$ cat src/rtl/mips_wb_sched.sv
// mips_wb_sched -- write-port scheduler and load scoreboard for the MIPS I
// register file.
//
// The single register-file write port (file_rd/file_we/file_d) is shared
// between the ALU writeback and out-of-band load returns. Priority is
// ALU > return buffer > direct return. Destinations of loads in flight are
// kept in a small FIFO, in issue order. A one-entry return buffer holds a
// return that loses the port to the ALU. Decode is stalled while any of its
// registers is still owed a load write.
//
// Ports:
//   clock, reset         rising-edge clock, asynchronous active-high reset
//   alu_valid/rd/we/d    ALU writeback request
//   ld_issue, ld_rd      load issue (push destination), ld_issue_rdy = not full
//   ld_ret_valid/we/d    load return data (in issue order), ld_ret_rdy = accepted
//   dec_rs/rt/wd         decode registers checked for hazards, stall out
//   file_rd/we/d         register-file write port (write lands on next edge)
//
// Optional feature: define MIPS_WB_BYPASS_EN to add fwd_s_v, fwd_t_v and
// fwd_d. These forward a full-word write of this cycle straight to decode
// instead of stalling.
module mips_wb_sched #(
  parameter int DEPTH = 4
) (
  input  logic        clock,
  input  logic        reset,
  input  logic        alu_valid,
  input  logic [4:0]  alu_rd,
  input  logic [3:0]  alu_we,
  input  logic [31:0] alu_d,
  input  logic        ld_issue,
  input  logic [4:0]  ld_rd,
  output logic        ld_issue_rdy,
  input  logic        ld_ret_valid,
  input  logic [3:0]  ld_ret_we,
  input  logic [31:0] ld_ret_d,
  output logic        ld_ret_rdy,
  input  logic [4:0]  dec_rs,
  input  logic [4:0]  dec_rt,
  input  logic [4:0]  dec_wd,
  output logic        stall,
  output logic [4:0]  file_rd,
  output logic [3:0]  file_we,
  output logic [31:0] file_d
`ifdef MIPS_WB_BYPASS_EN
  ,
  output logic        fwd_s_v,
  output logic        fwd_t_v,
  output logic [31:0] fwd_d
`endif
);

  localparam int AW = $clog2(DEPTH);
  localparam int CW = AW + 1;
  localparam logic [CW-1:0] FULL = CW'(DEPTH);

  logic [4:0]    fifo_r [DEPTH];
  logic [AW-1:0] head_r;
  logic [AW-1:0] tail_r;
  logic [CW-1:0] count_r;
  logic          rb_valid_r;
  logic [4:0]    rb_rd_r;
  logic [3:0]    rb_we_r;
  logic [31:0]   rb_d_r;

  logic             alu_act_s;
  logic             ret_acc_s;
  logic             push_s;
  logic             sel_rb_s;
  logic             sel_ret_s;
  logic             rb_load_s;
  logic [DEPTH-1:0] ent_valid_s;
  logic [4:0]       port_rd_s;
  logic [3:0]       port_we_s;
  logic [31:0]      port_d_s;

  // Distance of slot a from slot b, modulo DEPTH.
  function automatic logic [AW-1:0] ofs(input logic [AW-1:0] a, input logic [AW-1:0] b);
    ofs = a - b;
  endfunction

  // True if r is a non-zero register still owed a load write by the masked
  // FIFO entries or by the return buffer.
  function automatic logic pend(input logic [4:0] r, input logic [DEPTH-1:0] mask,
                                input logic rbv);
    logic hit;
    hit = rbv & (rb_rd_r == r);
    for (int i = 0; i < DEPTH; i++) begin
      if (mask[i] && (fifo_r[i] == r)) hit = 1'b1;
      else hit = hit;
    end
    pend = hit & (r != 5'd0);
  endfunction

  // Mark the FIFO slots that currently hold an in-flight destination.
  always_comb begin
    for (int i = 0; i < DEPTH; i++) begin
      ent_valid_s[i] = {1'b0, ofs(AW'(i), head_r)} < count_r;
    end
  end

  // Handshakes and write-port arbitration.
  // A push is accepted at full when a pop frees a slot on the same edge.
  always_comb begin
    alu_act_s    = alu_valid & (alu_we != 4'h0);
    ld_issue_rdy = (count_r != FULL);
    ld_ret_rdy   = (count_r != {CW{1'b0}}) & (~rb_valid_r | ~alu_act_s);
    ret_acc_s    = ld_ret_valid & ld_ret_rdy;
    push_s       = ld_issue & (ld_issue_rdy | ret_acc_s);
    sel_rb_s     = ~alu_act_s & rb_valid_r;
    sel_ret_s    = ~alu_act_s & ~rb_valid_r & ret_acc_s;
    rb_load_s    = ret_acc_s & (alu_act_s | rb_valid_r);
  end

  // Write-port source mux.
  always_comb begin
    port_rd_s = 5'd0;
    port_we_s = 4'h0;
    port_d_s  = 32'h0;
    if (alu_act_s) begin
      port_rd_s = alu_rd;
      port_we_s = alu_we;
      port_d_s  = alu_d;
    end else if (sel_rb_s) begin
      port_rd_s = rb_rd_r;
      port_we_s = rb_we_r;
      port_d_s  = rb_d_r;
    end else if (sel_ret_s) begin
      port_rd_s = fifo_r[head_r];
      port_we_s = ld_ret_we;
      port_d_s  = ld_ret_d;
    end else begin
      port_rd_s = 5'd0;
    end
  end

  // Drive the file port; r0 is never written and nothing leaves during reset.
  always_comb begin
    if (reset) begin
      file_rd = 5'd0;
      file_we = 4'h0;
      file_d  = 32'h0;
    end else begin
      file_rd = port_rd_s;
      file_we = (port_rd_s == 5'd0) ? 4'h0 : port_we_s;
      file_d  = port_d_s;
    end
  end

`ifdef MIPS_WB_BYPASS_EN
  logic [DEPTH-1:0] oth_mask_s;
  logic             oth_rb_s;

  // Forwarding: the entry being written this cycle no longer blocks its reader.
  always_comb begin
    oth_mask_s = ent_valid_s;
    if (sel_ret_s) oth_mask_s[head_r] = 1'b0;
    else oth_mask_s = ent_valid_s;
    oth_rb_s = rb_valid_r & ~sel_rb_s;
    fwd_s_v  = (file_we == 4'hF) & (file_rd == dec_rs) & ~pend(dec_rs, oth_mask_s, oth_rb_s);
    fwd_t_v  = (file_we == 4'hF) & (file_rd == dec_rt) & ~pend(dec_rt, oth_mask_s, oth_rb_s);
    fwd_d    = file_d;
    stall    = (pend(dec_rs, ent_valid_s, rb_valid_r) & ~fwd_s_v) |
               (pend(dec_rt, ent_valid_s, rb_valid_r) & ~fwd_t_v) |
               pend(dec_wd, ent_valid_s, rb_valid_r);
  end
`else
  // Decode hazard against every outstanding load destination.
  always_comb begin
    stall = pend(dec_rs, ent_valid_s, rb_valid_r) |
            pend(dec_rt, ent_valid_s, rb_valid_r) |
            pend(dec_wd, ent_valid_s, rb_valid_r);
  end
`endif

  // FIFO storage; contents are qualified by count_r, so no reset is needed.
  always_ff @(posedge clock) begin
    if (push_s) fifo_r[tail_r] <= ld_rd;
  end

  // Pointers, occupancy and return buffer.
  always_ff @(posedge clock or posedge reset) begin
    if (reset) begin
      head_r     <= {AW{1'b0}};
      tail_r     <= {AW{1'b0}};
      count_r    <= {CW{1'b0}};
      rb_valid_r <= 1'b0;
      rb_rd_r    <= 5'd0;
      rb_we_r    <= 4'h0;
      rb_d_r     <= 32'h0;
    end else begin
      if (push_s) tail_r <= tail_r + AW'(1);
      if (ret_acc_s) head_r <= head_r + AW'(1);
      count_r <= count_r + CW'(push_s) - CW'(ret_acc_s);
      if (rb_load_s) begin
        rb_valid_r <= 1'b1;
        rb_rd_r    <= fifo_r[head_r];
        rb_we_r    <= ld_ret_we;
        rb_d_r     <= ld_ret_d;
      end else if (sel_rb_s) begin
        rb_valid_r <= 1'b0;
      end
    end
  end

endmodule

$ cat config.mk
export PLATFORM = sky130hd
export DESIGN_NAME = mips_wb_sched
export DESIGN_NICKNAME = d
export VERILOG_FILES = /design/src/rtl/mips_wb_sched.sv
export SDC_FILE = /design/constraint.sdc
export NUM_CORES = 1
export LEC_CHECK = 0
export ABC_AREA = 1
export CAP_MARGIN = 20
export CORE_UTILIZATION = 50
export CTS_BUF_LIST = sky130_fd_sc_hd__clkbuf_8
export CTS_CLUSTER_DIAMETER = 100
export DETAILED_ROUTE_END_ITERATION = 12
export GPL_ROUTABILITY_DRIVEN = 1
export PLACE_DENSITY_LB_ADDON = 0.2
export SYNTH_ARGS = -nofsm -noshare
export SYNTH_HDL_FRONTEND = slang
export SYNTH_SLANG_ARGS = --single-unit
$ cat constraint.sdc
create_clock -name clock -period 6.3 [get_ports clock]
set_clock_uncertainty 0.15 [all_clocks]
set_input_delay 1.26 -clock clock [delete_from_list [all_inputs] [get_ports clock]]
set_output_delay 1.26 -clock clock [all_outputs]
set_load 0.01 [all_outputs]
==> results.tsv <==
stage	metric	value	unit
route	DRC	0	
clock_tree	number of CTS-inserted buffers	9	
route	Antenna Nets Post-Route	0	
clock_tree	CTS tree	yes	
setup_path	r2r setup slk	3.53	ns
setup_path	reg2reg start	count_r[1]	
min_path	Hold Path Sink	rb_d_r[6]	
setup_path	CP Class	in -> out	
clock_tree	H-tree level count	3	
global_route	largest net degree at the start of global routing	46	
setup_path	worst r2r path cells	14	
timing	final number of hold-violating endpoints	0	
clock_tree	CTS Sinks	69	
finish	synth-to-layout area growth	33.2	%
clock_tree	Hold Buf Count CTS	0	
global_route	first-pass GRT wire length	21800	µm
route	Avg WL per Cell	14.1	µm
min_path	Worst Hold Class	reg -> reg	
timing	Slew @ Worst Pin	0.673	ns
logic_synthesis	cell area after synthesis	4960	µm²
setup_path	CP Capture Type	output pin	
logic_synthesis	syn nets	813	
global_route	vias in the first global route	4678	
logic_synthesis	number of synthesized register bits	69	
global_route	Global Route Usage Sum	0.270	
pwr	worst vdd ir	0.177	mV
logic_synthesis	area fraction of the dominant cell type after synthesis	0.247	
timing	Max Freq	0.195	GHz
route	routed via count	4975	
logic_synthesis	Avg Synthesized Cell Area	7.09	µm²
timing	Fin Setup TNS	0	ns
clock_tree	Clk Latency, worst-skew pair	0.35	ns
floorplan	row count	36	
logic_synthesis	Warnings, synthesis	0	
logic_synthesis	Unique masters post-synth	36	
route	total wire length	13500	µm
timing	Max Slew Vio Count	0	
setup_path	type of origin of the critical path	input pin	
global_route	grt total ovfl	0	
route	Avg Vias per Cell	5.19	
floorplan	Core ar.	9680	µm²
timing	unrepaired setup endpoints after global routing	false	
floorplan	io pins	146	
placed_design	Setup WS pre-CTS	1.18	ns
logic_synthesis	Synth Area in XOR/XNOR	0.116	
job	Max Cap Viol	0	
logic_synthesis	area leader, netlist	dfrtp_1	
logic_synthesis	Main synth FF type	dfrtp_1	
finish	Diodes inserted	0	
timing	Final Critical Period	5.12	ns
setup_path	R2R Path End	count_r[2]	
placed_design	GP Congestion	0.952	
logic_synthesis	EDFF count, synth	20	
logic_synthesis	Cells after Synth	700	
logic_synthesis	top area cells in the synthesized netlist	dfrtp_1 (25%), nand2_1 (22%), edfxtp_1 (12%)	
timing	crit share post-route	0.813	
route	DRT iter0 DRCs	343	
timing	slack of the critical path	1.18	ns
clock_tree	root buf cell	clkbuf_8	
clock_tree	Setup Fix Bufs, Post-CTS	0	
clock_tree	CTS resizes	0	
timing	Slew headroom	0.546	
finish	commonest non-fill, non-tap cells in the layout	nand2_1 (297), clkdlybuf4s50_1 (145), nor2_1 (53), dfrtp_1 (49), inv_1 (41)	
logic_synthesis	sequential fraction of the synthesis area	0.368	
route	TritonRoute pass-1 iters	6	
setup_path	crit path DAT	3.71	ns
min_path	hold path cells	2	
floorplan	Initial Util	0.513	
logic_synthesis	adder-cell share of the synthesized area	0.0292	
pwr	Leakage	2.89	nW
min_path	Hold Crit Start	rb_d_r[6]	
placed_design	HPWL after DPL	10200	µm
timing	final setup vio count	0	
finish	Layout Nets	934	
global_route	initial antenna violation count	0	
outcome	status	completed	
logic_synthesis	largest family of logic cells by synthesized area	simple AND/OR/NAND/NOR gates	
floorplan	DIE AREA	10300	µm²
logic_synthesis	Simple-Gate Fraction of Synth Area	0.324	
pwr	PD cells	327	nW/µm²
finish	commonest non-fill, non-tap cell in the layout	nand2_1	
finish	share of layout cells above drive strength 1	0.0508	
placed_design	Buffers on Ports	145	
clock_tree	Clock transition at path regs	0.09	ns
clock_tree	CTS Buffer Depth	2	
floorplan	die width	102	µm
logic_synthesis	asr flop ratio synth	0.710	
logic_synthesis	mux cell area share after synthesis	0	
floorplan	Die Ht	102	µm
logic_synthesis	Synth Area in Compound Gates	0.0864	
setup_path	Worst EP required	4.89	ns
setup_path	CP max FO	36	
-- metrics by stage --
step                hold WS (ns)  cells  power [mW]  area [µm²]  utilization
global placement           0.305    943        1.77        6410        0.662
detailed placement         0.308    943        1.80        6410        0.662
global route               0.354    959        2.34        6610        0.683
floorplan                  0.292    700        1.46        4960            -
finish                     0.328    959        2.16        6610        0.683
CTS                        0.330    959        2.17        6610        0.683
-- worst max-delay path: stages --
cell and delay, ns:
clkdlybuf4s50_1 0.43, nor2_1 0.12, nand2_1 0.10, nand2_2 0.15, nand4_1 0.18, inv_2 0.49, nand2_1 0.10, o211ai_1 0.11
nand2_1 0.07, nor2_1 0.12, clkdlybuf4s50_1 0.55
-- per-layer routing --
metal	part of all wire	up-vias	global-route usage	wire length (µm)
met2	0.49	216	0.460	6600
met4	0.017	0	0.0847	225
met3	0.079	19	0.0518	1070
met5	0	-	0	0
li1	-	2456	-	-
met1	0.41	2284	0.346	5600
-- cell families after synthesis --
logic type,Yosys count
flops,69
fa+ha+maj,11
compound gates,71
simple gates,395
buf+inv,88
xor+xnor,66
-- state kept, by name (all words and copies together) (netlist names) --
register,count
count_r,3
fifo_r,20
head_r,2
rb_d_r,32
rb_rd_r,5
rb_valid_r,1
rb_we_r,4
tail_r,2
-- layout make-up --
type                    instances  area (µm²)
fillers                       809        3070
inverters                      50         188
repair buffers                148        1470
flip-flops and latches         69        1830
clock inverters                 7        75.1
well taps                     133         166
clock buffers                   9         124
multi-input cells             543        2760
-- synth_stat cells (all sizes together), types with 8 or more instances --
cell type and count:
nand2 300, edfxtp 20, a31oi 33, clkbuf 15, ha 10, buf 23, o21ai 24, inv 50
xor2 26, dfrtp 49, nor2 56, xnor2 40, nand3 18, nor3 8
-- worst max path at each step --
stage              start    endpoint  slack [ns]  cells past startpoint
2_1_floorplan      reset  file_we[0]        2.02                      4
3_3_place_gp   alu_we[3]  file_we[3]        1.29                     11
3_5_place_dp   alu_we[3]  file_we[2]        1.18                     11
4_1_cts        alu_we[3]  file_we[2]        1.16                     11
5_1_grt        alu_we[3]  file_we[2]        0.92                     11
6_report       alu_we[3]  file_we[2]        1.18                     11
-- where the power goes --
group	total [mW]	leakage [nW]	switching, mW	internal (mW)
Combinational	0.988	2.01	0.570	0.418
Sequential	0.816	0.785	0.167	0.649
Clock	0.360	0.0918	0.176	0.184
Power figures use the tool's default switching activity.
==> patch (same flow settings) <==
`DEPTH`: 4 -> 8.
--- a/src/rtl/mips_wb_sched.sv
+++ b/src/rtl/mips_wb_sched.sv
@@ -21,5 +21,5 @@
 // instead of stalling.
 module mips_wb_sched #(
-  parameter int DEPTH = 4
+  parameter int DEPTH = 8
 ) (
   input  logic        clock,
Formal check against the unedited RTL: not equivalent (Yosys sat finds a counterexample within 10 cycles, from zero or initial values and one cycle with reset high).
==> patch against the original RTL <==
Hold slack better by 0.0037 ns. Area after synthesis is 47% higher. Sequential cell count is 23 higher. Core utilization is 4.3 points lower. Wire length is 76% higher. Cell area is 36% higher. Global-route usage is 5.2 points higher. Worst setup slack worse by 0.15 ns. Total power is 39% higher. Largest cell class unchanged. Highest routed layer unchanged.
==> patch: results (changes against the original RTL) <==
outcome: finished, final reports clean
Slew HR: 50.7% (-4.0 points)
Commonest cells post-synth: nand2_1, inv_1, nor2_1, dfrtp_1, xnor2_1
Synth area leaders: nand2_1, dfrtp_1, edfxtp_1
Avg WL per Cell: 17.3 µm (+23%)
min cycle time layout: 5.28 ns (+0.155 ns)
Mean Syn Cell Area: 6.80 µm² (-4.2%)
fin nets: 1313 (+41%)
worst r2r src: count_r[3]
Critical Path Slowest Stage Cell: inv_2
FILL cells: 1326 (+64%)
worst skew pair latency: 0.39 ns (+0.04 ns)
R2R depth: 12 (-2)
multi-input logic area: 4110 µm² (+49%)
placed cell areas: 8760 µm² (+37%)
Top Registers: fifo_r (40), rb_d_r (32), rb_rd_r (5)
vias in the first global route: 6858 (+47%)
First DRT Iteration DRCs: 811 (+140%)
sw power: 1350 µW (+48%)
CP arrival: 3.87 ns (+0.16 ns)
CP startpoint: alu_we[1]
placed cell count: 1358 (+44%)
FFs w/ async S/R, synth: 56.5% (-14 points)
total global-route track usage: 32.1% (+5.2 points)
setup slack, reg-to-reg: 3.09 ns (-0.44 ns)
[patch: worst min path at each step]
stage	startpoint	endpoint	slack, ns	cells after the start
3_3_place_gp	rb_d_r[2]	rb_d_r[2]	0.30	2
4_1_cts	rb_d_r[27]	rb_d_r[27]	0.33	2
5_1_grt	rb_d_r[3]	rb_d_r[3]	0.36	2
3_5_place_dp	rb_d_r[1]	rb_d_r[1]	0.31	2
2_1_floorplan	rb_d_r[0]	rb_d_r[0]	0.29	2
6_report	rb_d_r[27]	rb_d_r[27]	0.33	2
[patch: power by group through the flow]
stage / registers (µW) / logic (µW) / clock network, µW
2_1_floorplan: 936 / 1070 / 0
3_3_place_gp: 999 / 1450 / 0
3_5_place_dp: 1000 / 1490 / 0
4_1_cts: 991 / 1490 / 512
5_1_grt: 1020 / 1680 / 532
6_report: 997 / 1510 / 500
[patch: routing by layer]
| layer | GRT usage, % | wire length [µm] | vias to the layer above |
|---|---|---|---|
| li1 | - | - | 3655 |
| met1 | 42.9 | 9950 | 3505 |
| met2 | 48.2 | 10600 | 379 |
| met3 | 7.98 | 2100 | 75 |
| met4 | 16.4 | 1080 | 0 |
| met5 | 0 | 0 | - |
[patch: kinds of logic after synthesis]
logic type	count (synthesis)	share of synthesized area (%)
buf+inv	162	9.67
flops	92	34.2
compound gates	119	10.6
xor+xnor	67	8.02
simple gates	614	33.6
fa+ha+maj	22	3.87
[patch: layout make-up]
type                    instances  area share (%)
clock buffers                   9            1.37
flip-flops and latches         92            27.8
clock inverters                 7            1.46
repair buffers                151            16.6
inverters                     113            4.76
well taps                     180            2.50
multi-input cells             822            45.6
